`src/rtl/cpu_pkg.sv`:
```
// Shared LEGv8 CPU definitions: datapath widths and the fetch-stage state encoding.
package cpu_pkg;

    localparam int INST_W = 32;
    localparam int PC_W   = 64;

    localparam logic [PC_W-1:0] PC_INC = 64'd4;

    typedef enum logic [1:0] {
        REQ   = 2'd0,
        HOLD  = 2'd1,
        DRAIN = 2'd2
    } fetch_state_e;

    function automatic logic [PC_W-1:0] word_align(input logic [PC_W-1:0] addr);
        return {addr[PC_W-1:2], 2'b00};
    endfunction

endpackage

```
`src/rtl/fetch_out_buffer.sv`:
```
// Fetch-to-decode pipeline register with a one-entry skid, so a response that
// arrives while decode is stalled is parked instead of lost.
module fetch_out_buffer
    import cpu_pkg::*;
(
    input  logic              clk,
    input  logic              rst_n,
    input  logic              flush,
    input  logic              in_valid,
    input  logic [INST_W-1:0] in_inst,
    input  logic [PC_W-1:0]   in_pc,
    output logic              out_free,
    output logic              out_valid,
    output logic [INST_W-1:0] out_inst,
    output logic [PC_W-1:0]   out_pc,
    input  logic              out_ready
);

    logic              out_valid_q, out_valid_d;
    logic [INST_W-1:0] out_inst_q, out_inst_d;
    logic [PC_W-1:0]   out_pc_q, out_pc_d;
    logic              skid_valid_q, skid_valid_d;
    logic [INST_W-1:0] skid_inst_q, skid_inst_d;
    logic [PC_W-1:0]   skid_pc_q, skid_pc_d;

    assign out_free  = !out_valid_q || out_ready;
    assign out_valid = out_valid_q;
    assign out_inst  = out_inst_q;
    assign out_pc    = out_pc_q;

    always_comb begin
        out_valid_d  = out_valid_q;
        out_inst_d   = out_inst_q;
        out_pc_d     = out_pc_q;
        skid_valid_d = skid_valid_q;
        skid_inst_d  = skid_inst_q;
        skid_pc_d    = skid_pc_q;

        if (flush) begin
            // Payload registers keep their contents; only the valids are dropped.
            out_valid_d  = 1'b0;
            skid_valid_d = 1'b0;
        end else if (skid_valid_q) begin
            if (out_ready) begin
                out_valid_d  = 1'b1;
                out_inst_d   = skid_inst_q;
                out_pc_d     = skid_pc_q;
                skid_valid_d = 1'b0;
            end
        end else if (in_valid) begin
            if (out_free) begin
                out_valid_d = 1'b1;
                out_inst_d  = in_inst;
                out_pc_d    = in_pc;
            end else begin
                skid_valid_d = 1'b1;
                skid_inst_d  = in_inst;
                skid_pc_d    = in_pc;
            end
        end else if (out_ready) begin
            out_valid_d = 1'b0;
        end
    end

    always_ff @(posedge clk or negedge rst_n) begin
        if (!rst_n) begin
            out_valid_q  <= 1'b0;
            out_inst_q   <= '0;
            out_pc_q     <= '0;
            skid_valid_q <= 1'b0;
            skid_inst_q  <= '0;
            skid_pc_q    <= '0;
        end else begin
            out_valid_q  <= out_valid_d;
            out_inst_q   <= out_inst_d;
            out_pc_q     <= out_pc_d;
            skid_valid_q <= skid_valid_d;
            skid_inst_q  <= skid_inst_d;
            skid_pc_q    <= skid_pc_d;
        end
    end

endmodule

```
`src/rtl/instruction_fetch.sv`:
```
// LEGv8 fetch stage: PC, instruction-memory req/ready sequencing and branch
// redirect; instructions are handed to decode through fetch_out_buffer.
//
// state | meaning
// REQ   | request outstanding at IMemAddr = PC
// HOLD  | no request; newest response parked in skid until decode drains it
// DRAIN | redirected while a request was in flight; old address held, response dropped
module instruction_fetch
    import cpu_pkg::*;
#(
    parameter logic [PC_W-1:0] RESET_PC = 64'h0
) (
    input  logic              CLK,
    input  logic              Reset_L,
    output logic [PC_W-1:0]   IMemAddr,
    output logic              IMemReq,
    input  logic              IMemRdy,
    input  logic [INST_W-1:0] IMemData,
    input  logic              BranchTaken,
    input  logic [PC_W-1:0]   BranchPC,
    input  logic [PC_W-1:0]   BusImm,
    output logic [INST_W-1:0] InstOut,
    output logic [PC_W-1:0]   PCOut,
    output logic              InstValid,
    input  logic              DecodeReady
);

    fetch_state_e    state_q, state_d;
    logic [PC_W-1:0] pc_q, pc_d;
    logic [PC_W-1:0] drain_addr_q, drain_addr_d;
    logic [PC_W-1:0] imm_off;
    logic [PC_W-1:0] target_pc;
    logic            load;
    logic            out_free;

    // BusImm counts words; the shift drops its top two bits (mod 2^64 add).
    assign imm_off   = BusImm << 2;
    assign target_pc = word_align(BranchPC + imm_off);

    assign IMemReq  = Reset_L && (state_q != HOLD);
    assign IMemAddr = (state_q == DRAIN) ? drain_addr_q : pc_q;

    always_comb begin
        state_d      = state_q;
        pc_d         = pc_q;
        drain_addr_d = drain_addr_q;
        load         = 1'b0;

        if (BranchTaken) begin
            pc_d = target_pc;
            unique case (state_q)
                REQ: begin
                    if (!IMemRdy) begin
                        state_d      = DRAIN;
                        drain_addr_d = pc_q;
                    end
                end
                HOLD:    state_d = REQ;
                DRAIN:   state_d = IMemRdy ? REQ : DRAIN;
                default: state_d = REQ;
            endcase
        end else begin
            unique case (state_q)
                REQ: begin
                    if (IMemRdy) begin
                        load = 1'b1;
                        pc_d = pc_q + PC_INC;
                        if (!out_free) begin
                            state_d = HOLD;
                        end
                    end
                end
                HOLD: begin
                    if (DecodeReady) begin
                        state_d = REQ;
                    end
                end
                DRAIN: begin
                    if (IMemRdy) begin
                        state_d = REQ;
                    end
                end
                default: state_d = REQ;
            endcase
        end
    end

    always_ff @(posedge CLK or negedge Reset_L) begin
        if (!Reset_L) begin
            state_q      <= REQ;
            pc_q         <= word_align(RESET_PC);
            drain_addr_q <= word_align(RESET_PC);
        end else begin
            state_q      <= state_d;
            pc_q         <= pc_d;
            drain_addr_q <= drain_addr_d;
        end
    end

    fetch_out_buffer u_out_buf (
        .clk       (CLK),
        .rst_n     (Reset_L),
        .flush     (BranchTaken),
        .in_valid  (load),
        .in_inst   (IMemData),
        .in_pc     (pc_q),
        .out_free  (out_free),
        .out_valid (InstValid),
        .out_inst  (InstOut),
        .out_pc    (PCOut),
        .out_ready (DecodeReady)
    );

endmodule

```
`config.mk`:
```
export PLATFORM = sky130hd
export DESIGN_NAME = instruction_fetch
export DESIGN_NICKNAME = d
export VERILOG_FILES = /design/src/rtl/cpu_pkg.sv /design/src/rtl/fetch_out_buffer.sv /design/src/rtl/instruction_fetch.sv
export SDC_FILE = /design/constraint.sdc
export NUM_CORES = 1
export LEC_CHECK = 0
export CORE_ASPECT_RATIO = 0.8
export CORE_MARGIN = 2
export CORE_UTILIZATION = 45
export DETAILED_ROUTE_END_ITERATION = 6
export PLACE_DENSITY = 0.7
export SYNTH_ARGS = -nofsm -noshare
export SYNTH_HDL_FRONTEND = slang
export SYNTH_HIERARCHICAL = 1
export SYNTH_SLANG_ARGS = --single-unit
```
`constraint.sdc`:
```
create_clock -name CLK -period 4.93 [get_ports CLK]
set_input_delay 0.7395 -clock CLK [delete_from_list [all_inputs] [get_ports CLK]]
set_output_delay 0.7395 -clock CLK [all_outputs]
set_load 0.01 [all_outputs]
```
==> metrics list <==
* Result of the run: completed
- Of all flip-flops after synthesis, the portion carrying an async set or reset was 100%.
* DP Wirelength: 36200 um
* GPL Wtd Cong: 0.871
- Count of buffers inserted at the top-level ports: 320
- Endpoint kind of the worst setup timing path: flip-flop
* Std-Cell Core Area: 0.0407 mm^2
- The netlist uses 80 different library cells.
- Number of setup violations in the final report: 0
* CP Max Fanout: 5
* Diodes inserted: 0
* Worst slew margin relative to its limit: 34.7%
* Fin util: 57.4%
- Die boundary height: 186 um
* Antenna Violating Nets Remaining: 0
- The clock net in this run drives a total of 320 sinks.
* Maxcap violations: 0
- Fin Clk Skew: 0.0165 ns
* CTS hold repair buffers: 0
- Grt ovf: 0
- Count of nets after finishing: 2168
* Number of warnings reported in the yosys synthesis log: 6
* Syn Inst Count: 1654
- The slowest stage of the critical path belongs to the cell sky130_fd_sc_hd__a221oi_1.
* Most common flop cell mapped by yosys: sky130_fd_sc_hd__dfrtp_1
- Largest net degree at the start of global routing: 105
- For this block, the routed nets add up to 49400 um of wire.
- Std-Cell Rows: 66
- Post-DR wirelength/cell: 19.7 um
- For this design the ratio of total power to cell area is 402 mW/mm^2.
* Setup bufs post-CTS: 0
- Register bit count reported by yosys: 320
- Counting both buffers and inverters, the worst setup path holds a total of 1.
* Final critical delay including setup and external delays: 3.77 ns
- The final count of pins violating max slew was 0.
- I/O pin cnt: 327
- The first routing iteration left 721 violations.
* Family of cells with the greatest summed delay on the critical path: compound AO/OA/AOI/OAI gates
- The worst setup path is of the in2reg kind.
- The first TritonRoute pass finished after 5 iterations.
- The area growth from synthesis to layout is 25.5%.
- CTS built an H-tree with a depth of 2.
- Peak per-stage delay on the critical path: 0.56 ns
- Via density per instance: 5.57
- Counting flops with a built-in enable in the synthesized netlist gives 0.
* Starting utilization of the core area: 45.7%
* Fmax: 265 MHz
- Fraction of layout instances using a drive strength above 1: 24.7%
- Final-layout worst hold slack: 0.203 ns
- Global-route usage over all layers: 22.6%
- In this run the horizontal extent of the chip is 231 um.
- The floorplan step defined a die boundary enclosing 0.0430 mm^2.
* Number of vias after detailed routing: 13900
- After detailed routing, the number of remaining DRC violations is 0.
- Number of buffers added by the clock tree synthesis step: 36
- Register area share after synthesis: 43.0%
- Element type at the critical path start: primary input
- Clock tree from TritonCTS: built
- Once the clock tree was built, the resizer swapped 0 gates to a different size.
* Cell mode on critical path: sky130_fd_sc_hd__a211oi_1
* Clk slew on worst S/H paths: 0.06 ns
- Via count of the first global-routing pass: 13800
- Clock latency on the worst-skew pair, taken at its later pin, is 0.51 ns.
- The worst path uses 76.4% of the clock period.
- Summing every instance area after synthesis gives 0.0186 mm^2.
- At the worst endpoint, the required time is 5.31 ns.
- Antenna violations before repair: 0
- Worst IR Drop VDD: 0.249 mV
- Summed over all cells, the static leakage comes to 9.94 nW.
- Setup repair after global routing left no endpoint under its margin.
* Synthesized area per cell: 11.3 um^2
- Final Hold Viols: 0
- CTS max path bufs: 3
* First-pass GRT wire length: 77300 um
- Clock tree synthesis selected as its root buffer the cell sky130_fd_sc_hd__clkbuf_16.
- At the pin with the least slew margin, the transition time is 0.979 ns.
- Endpoint arrival time on the critical path: 4.15 ns
- For the final routed database, the setup TNS stands at 0 ns.
- Traced cell by cell, the critical path runs through clkdlybuf4s50_1, ha_1, a211oi_1, o211ai_1, a211oi_1, o31a_1, or4_1, nand3_2, a221oi_1, nor4b_1, nor4_1.
* Worst hold path class: in2async
[final cells by class]
class / instances / area, um^2
clock buffer: 48 / 1030
clock inverter: 9 / 103
tap: 544 / 681
inverter: 23 / 86.3
timing repair buffer: 334 / 3340
sequential: 320 / 8010
fill: 3414 / 17300
multi-input combinational: 1225 / 10100
[through the flow]
stage	area (um^2)	cells	setup slack [ns]	total power, mW
after global routing	23400	2503	0.965	9.87
after detailed placement	22200	2446	0.635	6.85
after global placement	22200	2446	0.653	6.76
after floorplan	18600	1659	1.53	5.25
final	23400	2503	1.16	9.39
after CTS	23400	2503	1.16	9.47
[cell usage in the layout, fill, tap and decap left out, drive strengths merged, types with 6 or more instances in the layout]
master	count
clkbuf	48
a211oi	7
o21ai	44
dfrtp	320
ha	62
inv	23
nand2	101
or3	6
clkdlybuf4s50	318
nor3	19
buf	16
o21bai	19
nand3	25
nor4	12
and3	28
a21oi	102
and2	7
and4	7
a21o	46
conb	6
xor2	49
nor2	85
mux2i	7
mux2	409
xnor2	62
a31oi	9
nand4	33
[report_power, final]
part	switching, mW	internal [mW]
registers	0.549	3.27
logic	1.27	1.71
clock network	1.03	1.56
total	2.85	6.54
[per-layer routing]
layer  track usage [%]  vias up  share of wire [%]
met5                 0        -                  0
met1              34.1     6914                 50
met2              34.1      360                 44
li1                  -     6590                  -
met3              2.42       70                3.9
met4              6.17        0                2.4
[cell families after synthesis]
kind of cell | synth area share [%]
XOR/XNOR | 5.22
multiplexers | 25.1
other | 0.0201
adder cells (fa/ha/maj) | 4.28
AO/OA/AOI/OAI | 10.2
flip-flops | 43.0
buffers and inverters | 2.84
AND/OR/NAND/NOR | 9.29
[final timing paths]
| kind | startpoint | endpoint | slack [ns] | depth (start not counted) |
|---|---|---|---|---|
| max | BranchPC[3] | pc_q[61] | 1.16 | 11 |
| min | Reset_L | drain_addr_q[14] | 0.20 | 1 |
| max reg2reg | state_q[0] | pc_q[61] | 1.66 | 9 |
| min reg2reg | u_out_buf/out_pc[58] | u_out_buf/out_pc[58] | 0.49 | 1 |
| max in group asynchronous | Reset_L | u_out_buf/out_inst[12] | 2.67 | 3 |
| min in group CLK | u_out_buf/out_pc[58] | u_out_buf/out_pc[58] | 0.49 | 1 |
[synthesized netlist by cell type, types with 4 or more instances]
cell | instances | area, um^2
sky130_fd_sc_hd__a41oi_1 | 4 | 35.0
sky130_fd_sc_hd__xor2_1 | 49 | 429
sky130_fd_sc_hd__dfrtp_1 | 320 | 8010
sky130_fd_sc_hd__and2_1 | 7 | 43.8
sky130_fd_sc_hd__a21o_1 | 46 | 345
sky130_fd_sc_hd__o21ai_1 | 5 | 25.0
sky130_fd_sc_hd__buf_6 | 7 | 78.8
sky130_fd_sc_hd__o21ai_0 | 39 | 195
sky130_fd_sc_hd__a211oi_1 | 7 | 52.6
sky130_fd_sc_hd__buf_4 | 5 | 37.5
sky130_fd_sc_hd__nand2_1 | 101 | 379
sky130_fd_sc_hd__nand4_1 | 33 | 206
sky130_fd_sc_hd__o211ai_1 | 4 | 30.0
sky130_fd_sc_hd__mux2_2 | 389 | 4380
sky130_fd_sc_hd__o21bai_1 | 19 | 143
sky130_fd_sc_hd__nor4_1 | 8 | 50.1
sky130_fd_sc_hd__buf_2 | 23 | 115
sky130_fd_sc_hd__nand2b_1 | 4 | 25.0
sky130_fd_sc_hd__xnor2_1 | 62 | 543
sky130_fd_sc_hd__and4_1 | 7 | 61.3
sky130_fd_sc_hd__o22ai_1 | 4 | 25.0
sky130_fd_sc_hd__or3_1 | 4 | 25.0
sky130_fd_sc_hd__mux2i_1 | 7 | 70.1
sky130_fd_sc_hd__a21oi_1 | 101 | 505
sky130_fd_sc_hd__and3_1 | 28 | 175
sky130_fd_sc_hd__mux2_1 | 20 | 225
sky130_fd_sc_hd__nand3_1 | 24 | 120
sky130_fd_sc_hd__a31oi_1 | 9 | 56.3
sky130_fd_sc_hd__ha_1 | 62 | 776
sky130_fd_sc_hd__nor4b_1 | 4 | 35.0
sky130_fd_sc_hd__nor3_1 | 17 | 85.1
sky130_fd_sc_hd__clkbuf_1 | 55 | 206
sky130_fd_sc_hd__nor2_1 | 85 | 319
sky130_fd_sc_hd__inv_1 | 22 | 82.6
[state kept, by name (all words and copies together) (netlist names)]
name and count:
state_q 2, pc_q 62, u_out_buf/out_inst 32, u_out_buf/skid_valid_q 1, drain_addr_q 62, u_out_buf/skid_pc_q 64
u_out_buf/out_pc 64, u_out_buf/skid_inst_q 32, u_out_buf/out_valid 1
(Power assumes the default switching activity.)
